--- src/rtl/imem_access_arbiter.sv ---
// Arbitrates the single-port instruction memory between the fetch path (reads)
// and the program loader (writes), returning read data one cycle after the grant.
module imem_access_arbiter #(
    parameter int ADDR_W         = 12,
    parameter int INSTR_W        = 9,
    parameter int MAX_LOAD_BURST = 4
) (
    input  logic               clk,
    input  logic               reset,
    input  logic               load_lock,
    input  logic               fetch_req,
    input  logic [31:0]        fetch_addr,
    output logic               fetch_gnt,
    output logic               fetch_rvalid,
    output logic [INSTR_W-1:0] fetch_rdata,
    output logic               fetch_oob,
    input  logic               load_req,
    input  logic [ADDR_W-1:0]  load_addr,
    input  logic [INSTR_W-1:0] load_data,
    output logic               load_gnt,
    output logic               mem_en,
    output logic               mem_we,
    output logic [ADDR_W-1:0]  mem_addr,
    output logic [INSTR_W-1:0] mem_wdata,
    input  logic [INSTR_W-1:0] mem_rdata
);

    localparam int CNT_W = $clog2(MAX_LOAD_BURST + 1);
    localparam logic [CNT_W-1:0] MAX_CNT = CNT_W'(MAX_LOAD_BURST);

    typedef enum logic {
        NORMAL,
        FORCE_FETCH
    } state_e;

    state_e             state_q, state_d;
    logic [CNT_W-1:0]   burst_cnt_q, burst_cnt_d;
    logic               fetch_rvalid_q, fetch_rvalid_d;
    logic               fetch_oob_q, fetch_oob_d;
    logic [INSTR_W-1:0] rdata_hold_q, rdata_hold_d;

    always_ff @(posedge clk or negedge reset) begin
        if (!reset) begin
            state_q        <= NORMAL;
            burst_cnt_q    <= '0;
            fetch_rvalid_q <= 1'b0;
            fetch_oob_q    <= 1'b0;
            rdata_hold_q   <= '0;
        end else begin
            state_q        <= state_d;
            burst_cnt_q    <= burst_cnt_d;
            fetch_rvalid_q <= fetch_rvalid_d;
            fetch_oob_q    <= fetch_oob_d;
            rdata_hold_q   <= rdata_hold_d;
        end
    end

    // Download lock overrides everything; FORCE_FETCH flips the priority for one grant.
    always_comb begin
        fetch_gnt = 1'b0;
        load_gnt  = 1'b0;
        if (load_lock) begin
            load_gnt = load_req;
        end else if (state_q == FORCE_FETCH) begin
            fetch_gnt = fetch_req;
            load_gnt  = load_req & ~fetch_req;
        end else begin
            load_gnt  = load_req;
            fetch_gnt = fetch_req & ~load_req;
        end
    end

    always_comb begin
        state_d     = state_q;
        burst_cnt_d = burst_cnt_q;
        case (state_q)
            NORMAL: begin
                if (load_gnt && fetch_req && !load_lock) begin
                    burst_cnt_d = (burst_cnt_q == MAX_CNT) ? MAX_CNT : burst_cnt_q + 1'b1;
                    if (burst_cnt_q == MAX_CNT - 1'b1) begin
                        state_d = FORCE_FETCH;
                    end
                end else begin
                    burst_cnt_d = '0;
                end
            end
            FORCE_FETCH: begin
                if (fetch_gnt || !fetch_req || load_lock) begin
                    state_d     = NORMAL;
                    burst_cnt_d = '0;
                end
            end
            default: begin
                state_d     = NORMAL;
                burst_cnt_d = '0;
            end
        endcase
    end

    // Memory steering and read return; the hold register keeps the last fetched word.
    always_comb begin
        mem_en         = fetch_gnt | load_gnt;
        mem_we         = load_gnt;
        mem_addr       = load_gnt ? load_addr : fetch_addr[ADDR_W-1:0];
        mem_wdata      = load_gnt ? load_data : '0;
        fetch_rdata    = fetch_rvalid_q ? mem_rdata : rdata_hold_q;
        rdata_hold_d   = fetch_rdata;
        fetch_rvalid_d = fetch_gnt;
        fetch_oob_d    = fetch_gnt & (|fetch_addr[31:ADDR_W]);
        fetch_rvalid   = fetch_rvalid_q;
        fetch_oob      = fetch_oob_q;
    end

endmodule

--- config.mk ---
export PLATFORM = sky130hd
export DESIGN_NAME = imem_access_arbiter
export DESIGN_NICKNAME = d
export VERILOG_FILES = /design/src/rtl/imem_access_arbiter.sv
export SDC_FILE = /design/constraint.sdc
export NUM_CORES = 1
export LEC_CHECK = 0
export ABC_AREA = 1
export CAP_MARGIN = 5
export CORE_ASPECT_RATIO = 1.5
export CORE_MARGIN = 2
export CORE_UTILIZATION = 29
export CTS_CLUSTER_DIAMETER = 40
export DETAILED_ROUTE_END_ITERATION = 6
export PLACE_DENSITY = 0.84
export SYNTH_ARGS = -nofsm -noshare
export SYNTH_HDL_FRONTEND = slang
export SYNTH_SLANG_ARGS = --single-unit
--- constraint.sdc ---
create_clock -name clk -period 3.24 [get_ports clk]
set_input_delay 0.648 -clock clk [delete_from_list [all_inputs] [get_ports clk]]
set_output_delay 0.648 -clock clk [all_outputs]
set_load 0.01 [all_outputs]
# == Yosys cells after proc, flatten, opt, wreduce, memory -nomap -nowiden ==
# Index checks and enable logic that the tools add are counted.
# Widths: inputs -> output; s select.
# totals
reg_bits,15
in_bits,67
# op_classes
n_addsub,1
n_eq_ne,3
mux,15
bitwise,7
reduce_logical,7
# op_table
cell,count
$reduce_or 20->1,1
$mux 9,2
$mux 12,1
$mux 3,3
$mux 1,7
$pmux 3 s2,1
$add 3x1->3 const B,1
$and 1x1->1,3
$eq 3x2->1 const B,1
$eq 3x3->1 const B,1
$not 1->1,3
$logic_and 1x1->1,2
$logic_not 1->1,2
$logic_or 1x1->1,2
$ne 2x1->1 const B,1
$pmux 1 s2,1
$or 1x1->1,1

# == Longest topological paths before layout ==
# logic_depth
word_depth,8
mapped_depth,8
mapped_depth_nobuf,7

# == Worst setup path after synthesis ==
# Ideal clock, no wire load.
# synth_timing
path_kind,input-to-output
from,in load_lock
to,out mem_we
arrival_time_ps,1235
t_required_ps,2592
path_slack_ps,1357
path_stages,6
path_cell_list,inv_1 -> nand3_2 -> nand2_2 -> inv_2 -> buf_6 -> buf_4
# synth_via
elab_chain_len,1
# synth_lines
item,line_no,rtl
from (decl),10,"input logic load_lock,"
$mux 1,62,if (load_lock) begin
to (decl),22,"output logic mem_we,"
# Every way passes these cells.

# == Final worst setup path ==
# layout_timing
from,in load_req
to,out mem_addr[3]
# layout_via
elab_chain_len,4
# layout_lines
item,line_no,rtl
from (decl),17,"input logic load_req,"
$and 1x1->1,66,load_gnt = load_req & ~fetch_req;
$mux 1,64,end else if (state_q == FORCE_FETCH) begin
$mux 1 (*),62,
$mux 12 (*),104,mem_addr = load_gnt ? load_addr : fetch_addr[ADDR_W-1:0];
to (decl),23,"output logic [ADDR_W-1:0] mem_addr,"
# Mark *: on every way between the ends. The rest lies on a longest branch, timed or not.

==> impl_metrics.env <==
export IMPL_status="complete, no violations"
export IMPL_clkSinkCount=15
export IMPL_rows=25
export IMPL_cts_tree="done"
export IMPL_synth_area_leaders="dfrtp_1 (41%), nand2_1 (19%), mux2_2 (11%), nor2_1 (9.8%), inv_1 (6.9%)"
export IMPL_power_mw=0.631
export IMPL_rsz0062_at_grt="false"
export IMPL_gp_congestion=0.776
export IMPL_antenna_left=0
export IMPL_peakVddDrop_v=0.000302
export IMPL_hp_class="reg2reg"
export IMPL_yosys_warnings=0
export IMPL_postCtsResizedCells=0
export IMPL_drive_gt1_share_pct=7.02
export IMPL_nets=299
export IMPL_critPathMaxStageDelay_ns=0.53
export IMPL_path_cells="clkdlybuf4s50_1, nand2_1, nand3_2, nand2_2, inv_2, nand2_1, nand2_1, clkdlybuf4s50_1"
export IMPL_port_buffers=102
export IMPL_setup_violations=0
export IMPL_hold_viol=0
export IMPL_dp_hpwl_um=2540
export IMPL_diodes=0
export IMPL_vias=1140
export IMPL_grt_pass1_wl_um=4500
export IMPL_finalCritPeriodShare_pct=94.2
export IMPL_synth_top_area_share_pct=40.9
export IMPL_yosys_register_bits=15
export IMPL_fin_util_pct=64.8
export IMPL_routed_wl_um=2910
export IMPL_drv_cap=0
export IMPL_intPower_mw=0.471
export IMPL_slew_violations=0
export IMPL_path_clk_slew_ns=0.05
export IMPL_numCtsBuffers=3
export IMPL_min_from="rdata_hold_q[7]"
export IMPL_cp_data_required_time_ns=2.59
export IMPL_ctsHoldBuffers=0
export IMPL_worstSetupPathType="in2out"
export IMPL_reg2reg_slack_ns=2.15
export IMPL_cpMaxStageDelayCell="clkdlybuf4s50_1"
export IMPL_ys_types=15
export IMPL_grt_start_max_net_pins=16
export IMPL_worstMarginPinSlew_ns=0.632
export IMPL_layout_min_cycle_time_ns=3.05
export IMPL_synth_seq_area_share_pct=40.9
export IMPL_post_place_ws_ns=0.177
export IMPL_fin_ws_ns=0.189
export IMPL_r2r_start="fetch_rvalid"
export IMPL_coreArea_mm2=0.00310
export IMPL_grt_use_total_pct=16.2
export IMPL_area_growth_pct=118
export IMPL_leakage_nw=0.927
export IMPL_htreeDepth=1
export IMPL_fmax_mhz=328
export IMPL_die_width_um=50.0
export IMPL_cts_root_buf="clkbuf_8"
export IMPL_cp_arrival_ns=2.40
export IMPL_wl_per_cell_um=10.9
export IMPL_syn_inst=126
export IMPL_cp_max_fo=14
export IMPL_grt_antenna_before_repair=0
export IMPL_drt_iter0_drc=7
export IMPL_cts_setup_buffers=0
export IMPL_critPathTopFamily="buffers and inverters"
export IMPL_die_height_um=72.9
export IMPL_startpoint="load_req"
export IMPL_power_density_mw_per_mm2=314
export IMPL_firstDrtPassIters=4
export IMPL_synth_top_area_cell="dfrtp_1"
export IMPL_clock_path_buffers=2
export IMPL_place_area_mm2=0.00196
export IMPL_p_clk_share_pct=23.5
export IMPL_clk_latency_ns=0.25
export IMPL_postSynthAreaPerCell_um2=7.29
export IMPL_remaining_drc_errors=0
export IMPL_tns_ns=0
export IMPL_worstSetupEndpointType="output pin"
export IMPL_gr_total_overflow=0
export IMPL_grt_pass1_vias=1034
export IMPL_crit_path_start_kind="primary input"
export IMPL_sequentialPowerShare_pct=34.6
export IMPL_syn_area_um2=918
export IMPL_slew_headroom_pct=57.8
export IMPL_netSwitchingPower_mw=0.160
export IMPL_viasPerCell=4.25
export IMPL_switching_share_pct=25.3
export IMPL_stdcell_area_mm2=0.00201
export IMPL_crit_buf_inv=3
export IMPL_die_area_mm2=0.00364
export IMPL_start_util_pct=29.7
export IMPL_fin_skew_ns=0.00373
export IMPL_comb_power_share_pct=42.0
export IMPL_synth_nets=196
export IMPL_crit_top_cell="nand2_1"
export IMPL_io_pins=103
[cells in the mapped netlist (all sizes together)]
cell type / number
a21oi: 1
and2: 1
buf: 5
dfrtp: 15
ha: 3
inv: 18
mux2: 9
nand2: 47
nand3: 3
nor2: 24
[cell type report]
| cell class | instances | area (um2) |
|---|---|---|
| flip-flops and latches | 15 | 375 |
| repair buffers | 103 | 1030 |
| multi-input cells | 88 | 439 |
| fillers | 249 | 1090 |
| well taps | 40 | 50.0 |
| inverters | 18 | 67.6 |
| clock buffers | 4 | 45.0 |
[metal layers]
layer  wire [um]  track usage (%)  vias to the layer above
met5           0                0                        -
met4          46             5.56                        0
met3         344             5.74                        5
met2        1490             30.4                       77
met1        1020             16.1                      483
li1            -                -                      575
[through the flow]
| stage | instances | hold slack (ns) |
|---|---|---|
| after floorplan | 126 | 0.352 |
| after global placement | 264 | 0.479 |
| after detailed placement | 264 | 0.486 |
| after CTS | 268 | 0.501 |
| after global routing | 268 | 0.507 |
| final | 268 | 0.496 |
[cell families after synthesis]
kind of cell,synth area share [%]
DFF,40.9
and+or+nand+nor,32.2
muxes,11.0
buffers and inverters,11.3
AOI/OAI and AO/OA,0.544
adders and majority gates,4.09
[layout by cell type (no fill, tap or decap)]
master,netlist,routed
nand2_2,1,1
mux2_2,9,9
inv_2,1,1
clkdlybuf4s50_1,0,102
a21oi_1,1,1
nand2_1,46,46
nand3_2,1,1
buf_4,2,1
clkbuf_1,0,1
ha_1,3,3
and2_0,1,1
inv_1,17,17
clkbuf_8,0,3
nand3_1,2,2
dfrtp_1,15,15
nor2_1,24,24
[state kept, by name (all words and copies together) (netlist names)]
signal,flops
rdata_hold_q,9
fetch_rvalid,1
fetch_oob,1
burst_cnt_q,3
state_q,1
[power by group through the flow]
| stage | Clock (mW) | Combinational, mW | Sequential (mW) |
|---|---|---|---|
| finish | 0.148 | 0.265 | 0.218 |
| global route | 0.156 | 0.286 | 0.219 |
| CTS | 0.149 | 0.268 | 0.219 |
| detailed placement | 0 | 0.266 | 0.222 |
| global placement | 0 | 0.261 | 0.220 |
| floorplan | 0 | 0.0900 | 0.218 |
[worst paths after layout]
kind                       cells after the start               to
min                                            1  rdata_hold_q[7]
min in group asynchronous                      1   burst_cnt_q[2]
min reg2reg                                    1  rdata_hold_q[7]
max in group asynchronous                      1  rdata_hold_q[4]
max                                            8      mem_addr[3]
max reg2reg                                    1  rdata_hold_q[0]
Power figures use the tool's default switching activity.
